$ cat config.mk
export PLATFORM = sky130hd
export DESIGN_NAME = nat_arith_unit
export DESIGN_NICKNAME = d
export VERILOG_FILES = /design/src/rtl/nat_arith_unit.sv
export SDC_FILE = /design/constraint.sdc
export NUM_CORES = 1
export LEC_CHECK = 0
export ABC_AREA = 1
export BUFFER_PORTS_ARGS = -buffer_cell sky130_fd_sc_hd__buf_2
export CAP_MARGIN = 20
export CORE_MARGIN = 5
export CORE_UTILIZATION = 50
export DETAILED_ROUTE_END_ITERATION = 7
export PLACE_DENSITY_LB_ADDON = 0.12
export SKIP_CTS_REPAIR_TIMING = 1
export SYNTH_ARGS = -nofsm -noshare
export SYNTH_HDL_FRONTEND = slang
export SYNTH_SLANG_ARGS = --single-unit
$ cat constraint.sdc
create_clock -name clock -period 0.8 [get_ports clock]
set_input_delay 0.04 -clock clock [delete_from_list [all_inputs] [get_ports clock]]
set_output_delay 0.04 -clock clock [all_outputs]
set_load 0.05 [all_outputs]
$ cat src/rtl/nat_arith_unit.sv
// Registered natural-number arithmetic unit: 2N-bit add with carry, NxN multiply-add,
// and two-digit BCD-to-binary conversion, one cycle of latency, no backpressure.
module nat_arith_unit #(
  parameter int unsigned N = 4
) (
  input  logic             clock,
  input  logic             reset_,
  input  logic             in_valid,
  input  logic [1:0]       op,
  input  logic [2*N-1:0]   x,
  input  logic [2*N-1:0]   y,
  input  logic [N-1:0]     c,
  input  logic             c_in,
  output logic             out_valid,
  output logic [2*N-1:0]   r,
  output logic             c_out,
  output logic             ow,
  output logic             err
);

  localparam int unsigned W = 2 * N;

  localparam logic [1:0] OP_ADD     = 2'd0;
  localparam logic [1:0] OP_MULADD  = 2'd1;
  localparam logic [1:0] OP_BCD2BIN = 2'd2;

  logic         out_valid_d, out_valid_q;
  logic [W-1:0] r_d, r_q;
  logic         c_out_d, c_out_q;
  logic         ow_d, ow_q;
  logic         err_d, err_q;

  logic [W:0]   add_sum;
  logic [W-1:0] mul_sum;
  logic [N-1:0] tens;
  logic [N-1:0] units;
  logic [W-1:0] bcd_sum;
  logic         bcd_bad;

  // Datapaths for every op are evaluated in parallel; the select only picks one.
  always_comb begin
    add_sum = {1'b0, x} + {1'b0, y} + (W+1)'(c_in);
    mul_sum = W'(x[N-1:0]) * W'(y[N-1:0]) + W'(c);
    tens    = x[W-1:N];
    units   = x[N-1:0];
    bcd_sum = (W'(tens) << 3) + (W'(tens) << 1) + W'(units);
    bcd_bad = (tens > N'(9)) || (units > N'(9));
  end

  // Result registers hold when no request is accepted.
  always_comb begin
    out_valid_d = in_valid;
    r_d         = r_q;
    c_out_d     = c_out_q;
    ow_d        = ow_q;
    err_d       = err_q;
    if (in_valid) begin
      r_d     = '0;
      c_out_d = 1'b0;
      ow_d    = 1'b0;
      err_d   = 1'b0;
      case (op)
        OP_ADD: begin
          r_d     = add_sum[W-1:0];
          c_out_d = add_sum[W];
          ow_d    = (x[W-1] == y[W-1]) && (add_sum[W-1] != x[W-1]);
        end
        OP_MULADD: begin
          r_d = mul_sum;
        end
        OP_BCD2BIN: begin
          r_d   = bcd_sum;
          err_d = bcd_bad;
        end
        default: begin
          err_d = 1'b1;
        end
      endcase
    end
  end

  always_ff @(posedge clock or negedge reset_) begin
    if (!reset_) begin
      out_valid_q <= 1'b0;
      r_q         <= '0;
      c_out_q     <= 1'b0;
      ow_q        <= 1'b0;
      err_q       <= 1'b0;
    end else begin
      out_valid_q <= out_valid_d;
      r_q         <= r_d;
      c_out_q     <= c_out_d;
      ow_q        <= ow_d;
      err_q       <= err_d;
    end
  end

  assign out_valid = out_valid_q;
  assign r         = r_q;
  assign c_out     = c_out_q;
  assign ow        = ow_q;
  assign err       = err_q;

endmodule

Word level (Yosys, flattened, before mapping)
Index checks and enable logic that the tools add are counted.
{"block": "op_classes", "addsub": 5, "mul": 1, "n_lt_le_gt_ge": 2, "eq_ne": 4, "muxes": 4, "n_reduce_logical": 4}
{"op": "$pmux W8 S3", "n": 1}
{"op": "$add A8 B4 Y8", "n": 2}
{"op": "$add A8 B8 Y9", "n": 1}
{"op": "$add A9 B1 Y9", "n": 1}
{"op": "$add A7 B5 Y8", "n": 1}
{"op": "$gt A4 B4 Y1 const B", "n": 2}
{"op": "$mul A4 B4 Y8", "n": 1}
{"op": "$eq A2 B1 Y1 const B", "n": 1}
{"op": "$eq A2 B2 Y1 const B", "n": 1}
{"op": "$logic_not A2 Y1", "n": 1}
{"op": "$mux W1", "n": 2}
{"op": "$pmux W1 S2", "n": 1}
{"op": "$reduce_or A2 Y1", "n": 1}
{"op": "$eq A1 B1 Y1", "n": 1}
{"op": "$logic_and A1 B1 Y1", "n": 1}
{"op": "$logic_or A1 B1 Y1", "n": 1}
{"op": "$ne A1 B1 Y1", "n": 1}
{"block": "word_totals", "regBits": 12, "inputBits": 26, "output_inout_bits": 12, "word_cells": 25}

Depth between registers and ports, before layout
Gate-level depths: netlist of run 1.
{"block": "depth", "depth_word": 5, "ltp_mapped": 17, "depth_no_buf": 17}

Least setup slack after synthesis of run 1
OpenSTA, ideal clock, no wires.
{"block": "synth_path", "kind": "input port to flip-flop", "startpoint": "in x[0]", "endpoint": "reg r_q[6], in the netlist r[6]", "setup_ps": 118, "arrival_time_ps": 2535, "required_ps": 682, "setup_slack_ps": -1852, "path_stages": 14, "n_path_buf": 0, "path_cell_list": "nand2_1 > fa_1 > fa_1 > fa_1 > inv_1 > ha_1 > a21oi_1 > nand2_1 > nand2_1 > nand3_1 > nand3_1 > nand3_1 > nand2_1 > nand2_1"}
{"block": "synth_via", "elab_chain_len": 3, "word_cells_on_any_way": 6, "cone_classes": "add/sub (4); mul (1); mux (1)"}
{"item": "start, declared", "line_no": "10", "source": "input logic [2*N-1:0] x,"}
{"item": "$mul A4 B4 Y8 or $add A8 B8 Y9 (tied branches)", "line_no": "43, 42"}
{"item": "$add A8 B4 Y8 or $add A9 B1 Y9 (tied branches)", "line_no": "43, 42"}
{"item": "$pmux W8 S3 *", "line_no": "62", "source": "case (op)"}
{"item": "end signal, assigned", "line_no": "91", "source": "r_q <= r_d;"}
{"item": "end, declared", "line_no": "28", "source": "logic [W-1:0] r_d, r_q;"}
Every way passes the cells marked *; elsewhere a longest branch is shown, timed or not.
A chain may end at the register's enable or synchronous reset.

Worst setup path after layout of run 1
{"block": "layout_path", "startpoint": "in y[3]", "endpoint": "reg r_q[6], in the netlist r[6]"}
{"block": "layout_via", "elab_chain_len": 3, "word_cells_on_any_way": 5, "cone_classes": "add/sub (3); mul (1); mux (1)"}
{"item": "start, declared", "line_no": "11", "source": "input logic [2*N-1:0] y,"}
{"item": "$mul A4 B4 Y8 or $add A8 B8 Y9 (tied branches)", "line_no": "43, 42"}
{"item": "$add A8 B4 Y8 or $add A9 B1 Y9 (tied branches)", "line_no": "43, 42"}
{"item": "$pmux W8 S3 *", "line_no": "62"}
Marks and branches as above.

==> metrics.md, run 1 <==
| Metric | Value |
|---|---|
| All-Layer GR Usage | around a fifth |
| EDFF count, synth | 0 |
| TritonCTS buffer count | 3 |
| Status | complete, but fails checks |
| Synth Cell Area | 0.00183 sq mm |
| Worst-margin pin slew | 0.358 ns |
| Reg2reg start | r[4] |
| Max Cap Viol | 0 |
| Placer Congestion | ~0.85 |
| Hold Crit Depth | 3 |
| Share of the synthesized area in the top cell type | a little over a fifth |
| FF-to-FF End | r[4] |
| Final setup viols | 22 |
| Hold EP | r[5] |
| Area delta synth->final | 56.5% |
| Synth area leaders | ha_1, nand2_1, dfrtp_1 |
| Vias in the first global route | 1926 |
| Die H | approximately 70 um |
| Worst Path Class, Setup | in2reg |
| Clock transition at the registers of the reported paths | around 0.05 ns |
| Critical Path Fanout Max | 4 |
| Power per Cell Area | around 1400 mW/mm^2 |
| Max incr delay on CP | 0.57 ns |
| Core box area | about 0.0036 sq mm |
| Placed insts | 385 |
| Flops & latches, synth | 12 |
| Syn Area/Cell | 6.95 sq um |
| CTS sink cnt | 12 |
| Die X-Extent | 70.5 um |
| Crit path buf inv count | 2 |
| Input/output buffers | 37 |
| Drt pass-1 iters | 4 |
| Synth Flop Type | dfrtp_1 |
| CTS tree | built |
| Unrepaired setup endpoints after global routing | yes |
| Routed wire length per instance | ~13 um |
| First-pass GRT wire length | roughly 8200 um |
| Share of layout cells above drive strength 1 | 39.8% |
| Max clock buf depth | 2 |
| Post-route cell area | ~0.0029 sq mm |
| Beginning of the worst hold path | in_valid |
| Final Skew | 0 ns |
| Io pins | 38 |
| Synth async-reset ratio | between 90% and 100% |
| Worst Path Required | about 0.98 ns |
| CP endpoint kind | register |
| Hold_ws | roughly 0.07 ns |
| Power, Total | 0.00390 W |
| Critical Path AT | approximately 2.8 ns |
| Worst Reg-to-Reg Cells | 3 |
| Via count | approximately 2000 |
| Gate Count Post-Synth | roughly 260 |
| Cell variety after synth | 28 |
| Max IR drop VDD | 0.000936 V |
| Most used cell, CP | nand2_2 |
| R2R Setup Slk | ~0.060 ns |
| Worst path cell trace | buf_8 > nand2_4 > fa_1 > fa_1 > fa_1 > inv_2 > ha_4 > a21oi_2 > nand2_2 > nand2_2 > nand2_2 > nand2_2 > nand3_2 > nand3_2 > nand2_1 > nand2_1 |
| Vias/cell | approximately 4.9 |
| DRT antenna net count | 0 |
| Syn nets | 331 |
| H-tree depth | 1 |
| GR Overflow Total | 0 |
| Fin. Hold Viols | 0 |
| Worst-path cell with the longest stage delay | fa_1 |
| Root Buffer | clkbuf_8 |
| DRC Markers | 0 |
| Achievable Freq | ~390 MHz |
| Tmin final | 2.58 ns |
| Largest net degree at the start of global routing | 13 |
| Failing checks | setup timing |
| Initial Util | approximately half |
| CP delay by family, top | adder cells |
| Crit path from | y[3] |
| Rel. slew slack | 76.1% |
| Antenna diode count | 0 |
| Starting DRT DRC Count | 88 |
| Register area share after synthesis | 16.4% |
| Hold WC Path Type | in2reg |
| Max-slew violation count | 0 |
| HPWL after detailed placement | between 4000 and 5000 um |
| Clk Latency, worst-skew pair | ~0.24 ns |
| Most frequent cells in the layout | nand2_1, inv_1, buf_4 |
| Initial antenna violation count | 0 |
| Die Area | 0.00497 sq mm |
| Nets | 421 |
| Period utilization | 323% |
| # rows | 22 |
| Synth area leader | ha_1 |
| Commonest non-fill, non-tap cell in the layout | nand2_1 |
| Leakage | approximately 1.6 nW |
| Synth Warn # | 0 |
| CP Launch Type | primary input |
| Post-DP Area | about 0.0025 sq mm |
| Setup WS post-layout | -1.78 ns |
| Cell Count, Final, Fillers Out | 400 |
| Routed WL | roughly 5300 um |
layout make-up:
class                           count  area [sq um]
Clock buffer                        4          55.1
Fill cell                         266           746
Inverter                           49           185
Multi-Input combinational cell    200          1530
Sequential cell                    12           302
Tap cell                           48          60.1
Timing Repair Buffer               87           726
sequential cells by signal (all words and copies together) (netlist names):
name and flops:
r 8, c_out 1, err 1, out_valid 1, ow 1
per-stage QoR:
stage	TNS, ns	setup slack [ns]	utilization [%]
floorplan	-10.58	-1.68	-
global placement	-14.50	-1.94	68.1
detailed placement	-14.99	-2.01	68.1
CTS	-13.26	-1.74	69.7
global route	-15.98	-1.90	79.3
finish	-14.75	-1.78	79.3
tightest hold or removal path, delay by kind of cell:
family,cells,cell delay [ns]
buffers and inverters,1,0.14
AND/OR/NAND/NOR,2,0.10
worst max-delay path by stage:
stage	slack, ns	to	depth (start not counted)
6_report	-1.78	r[6]	16
5_1_grt	-1.90	r[6]	16
3_5_place_dp	-2.01	r[6]	16
4_1_cts	-1.74	r[6]	16
2_1_floorplan	-1.68	r[7]	15
3_3_place_gp	-1.94	r[7]	16
synthesized netlist by cell type, types with 2 or more instances:
cell / instances
o211ai_1: 2
inv_1: 44
inv_2: 4
dfrtp_1: 12
o21ai_1: 2
fa_1: 11
ha_1: 31
a21oi_1: 8
o311ai_1: 2
nor2_1: 6
o21ai_0: 4
nand3_1: 26
nand2_1: 94
nand3b_1: 3
routing by layer:
metal,routed length (um),vias to the layer above,part of all wire (%),global-route usage (%)
met5,0,-,0,0
met4,108,0,2.0,6.60
met3,173,9,3.3,3.17
met2,2840,45,53,36.2
met1,2180,909,41,25.0
li1,-,1012,-,-
kinds of logic (layout without fill, tap and decap cells):
logic type,count (synthesis),after routing,share of synthesized area [%]
AOI/OAI and AO/OA,20,20,6.78
DFF,12,12,16.4
and+or+nand+nor,137,137,32.1
adders and majority gates,42,42,33.3
xor gates and xnor gates,1,1,0.479
buffers and inverters,51,140,11.0
report_power, final:
group	internal (W)	switching [W]	total, W
Combinational	0.00109	0.00137	0.00247
Clock	0.000436	0.000240	0.000675
Sequential	0.000694	0.0000640	0.000758
Total	0.00222	0.00168	0.00390
(Power assumes the default switching activity.)
==> inputs of run 2 (changes only) <==
--- a/config.mk
+++ b/config.mk
@@ -11,6 +11,7 @@
 export CORE_MARGIN = 5
 export CORE_UTILIZATION = 50
 export DETAILED_ROUTE_END_ITERATION = 7
+export GPL_TIMING_DRIVEN = 0
 export PLACE_DENSITY_LB_ADDON = 0.12
 export SKIP_CTS_REPAIR_TIMING = 1
 export SYNTH_ARGS = -nofsm -noshare
==> metrics.md, run 2 (same netlist as run 1, synthesis figures left out) <==
| Metric | Value |
|---|---|
| Period utilization | 321% (-1.7 points) |
| First-pass GRT wire length | 7270 um (-12%) |
| Vias/cell | 5.14 (+4.0%) |
| Root Buffer | clkbuf_8 |
| Post-route cell area | 0.00269 sq mm (-5.9%) |
| Register area | 302 sq um (unchanged) |
| Starting DRT DRC Count | 73 (-17%) |
| Critical Path Fanout Max | 4 (unchanged) |
| CTS tree | built |
| Antenna diode count | 0 (unchanged) |
| Final Skew | 0 ns (unchanged) |
| Worst path cell trace | buf_12 > nand2_4 > fa_1 > fa_1 > fa_1 > inv_2 > ha_4 > a21oi_2 > nand2_2 > nand2_2 > nand3_1 > nand3_2 > nand3_2 > nand2_1 > nand2_1 |
| Io pins | 38 (unchanged) |
| TritonCTS buffer count | 3 (unchanged) |
| Most frequent cells in the layout | nand2_1, inv_1, buf_6, nand3_1, ha_1 |
| Critical Path AT | 2.70 ns (-0.07 ns) |
| Reg2reg start | ow |
| Share of layout cells above drive strength 1 | 33.9% (-5.9 points) |
| Max incr delay on CP | 0.56 ns (about the same) |
| Die X-Extent | 70.5 um (unchanged) |
| Fin. Hold Viols | 0 (unchanged) |
| Final setup viols | 21 (-4.5%) |
| Leakage | 1.44 nW (-12%) |
| Achievable Freq | 389 MHz (+0.53%) |
| Die H | 70.5 um (unchanged) |
| Clock transition at the registers of the reported paths | 0.05 ns (about the same) |
| H-tree depth | 1 (unchanged) |
| HPWL after detailed placement | 3590 um (-13%) |
| Nets | 382 (-9.3%) |
| Filler Cell Count | 291 (+9.4%) |
| Via count | 1854 (-6.1%) |
| GR Overflow Total | 0 (unchanged) |
| Hold EP | err |
| Beginning of the worst hold path | in_valid |
| DRT antenna net count | 0 (unchanged) |
| Die Area | 0.00497 sq mm (unchanged) |
| Max clock buf depth | 2 (unchanged) |
| Hold Crit Depth | 4 (+1) |
| CP delay by family, top | adder cells |
| All-Layer GR Usage | 18.2% (-2.2 points) |
| Worst Reg-to-Reg Cells | 3 (unchanged) |
| Initial antenna violation count | 0 (unchanged) |
| Setup TNS | -11.41 ns (+3.34 ns) |
| Commonest non-fill, non-tap cell in the layout | nand2_1 |
| Unrepaired setup endpoints after global routing | yes |
| FF-to-FF End | ow |
| Status | complete, but fails checks |
| CP endpoint kind | register |
| R2R Setup Slk | 0.03 ns (-0.03 ns) |
| Initial Util | 50.7% (unchanged) |
| Core box area | 0.00361 sq mm (unchanged) |
| Max Cap Viol | 0 (unchanged) |
| Max IR drop VDD | 0.000745 V (-20%) |
| Vias in the first global route | 1733 (-10%) |
| Worst Path Required | 0.93 ns (-0.05 ns) |
| DRC Markers | 0 (unchanged) |
| Max-slew violation count | 0 (unchanged) |
| Placer Congestion | 0.800 (-6.4%) |
| Failing checks | setup timing |
| Setup WS post-layout | -1.77 ns (+0.0137 ns) |
| Area delta synth->final | 47.3% |
| Worst-path cell with the longest stage delay | fa_1 |
| Routed WL | 4670 um (-12%) |
| Most used cell, CP | fa_1 |
| Worst-margin pin slew | 0.455 ns (+0.0971 ns) |
| Power per Cell Area | 1390 mW/mm^2 (+1.9%) |
| CP Launch Type | primary input |
| Final core occ | 74.7% (-4.6 points) |
| Tmin final | 2.57 ns (-0.0137 ns) |
| Pre-CTS setup slack | -2.13 ns (-0.119 ns) |
| Multi-input gate area | 0.00165 sq mm (+7.8%) |
| Drt pass-1 iters | 4 (unchanged) |
| Hold WC Path Type | in2reg |
| Max FFs per register | 8 (unchanged) |
| Clk Latency, worst-skew pair | 0.24 ns (about the same) |
| Crit path buf inv count | 2 (unchanged) |
| Largest net degree at the start of global routing | 13 (unchanged) |
| Post-DP Area | 0.00217 sq mm (-12%) |
| CTS sink cnt | 12 (unchanged) |
| Worst Path Class, Setup | in2reg |
| Rel. slew slack | 69.7% (-6.4 points) |
| Input/output buffers | 37 (unchanged) |
| Routed wire length per instance | 12.9 um (-2.4%) |
| # rows | 22 (unchanged) |
## run 2: changes by cell type in the layout (fill, tap and decap cells not counted), sizes merged
cell,previous run,this run
dlygate4sd3,1,2
clkbuf,4,5
buf,86,45
## run 2: worst min-delay path, delay by kind of cell
family,cells,cell delay (ns)
AOI/OAI and AO/OA,1,0.07
and+or+nand+nor,1,0.04
buffers and inverters,2,0.15
## run 2: report_power, final
part           internal, W  switching [W]  total (W)
Clock             0.000435       0.000224   0.000659
Sequential        0.000694      0.0000598   0.000754
Combinational      0.00101        0.00132    0.00233
Total              0.00214        0.00161    0.00374
## run 2: final cells by class
class,count,share of cell area [%]
multi-input cells,200,61.4
inverters,49,6.88
well taps,48,2.23
clock buffers,4,2.04
plain buffers,2,0.558
flip-flops and latches,12,11.2
repair buffers,46,15.7
## run 2: worst max path at each step
| stage | from | to | cells past startpoint |
|---|---|---|---|
| after CTS | y[1] | r[6] | 16 |
| after global placement | y[1] | r[6] | 16 |
| after detailed placement | y[1] | r[6] | 16 |
| after global routing | x[1] | r[7] | 16 |
| after floorplan | y[1] | r[7] | 15 |
| final | x[1] | r[6] | 15 |
## run 2: metal layers
metal | track usage [%] | vias to the layer above | part of all wire (%)
li1 | - | 934 | -
met1 | 22.6 | 868 | 41
met2 | 32.0 | 39 | 53
met3 | 3.45 | 13 | 3.1
met4 | 4.89 | 0 | 2.3
met5 | 0 | - | 0
## run 2: metrics by stage
step | hold slack [ns] | std cells | power [W]
6_report | 0.118 | 361 | 0.00374
5_1_grt | 0.140 | 361 | 0.00406
4_1_cts | -0.332 | 352 | 0.00328
3_5_place_dp | -0.0716 | 348 | 0.00260
3_3_place_gp | -0.0709 | 348 | 0.00256
2_1_floorplan | -0.256 | 263 | 0.00212
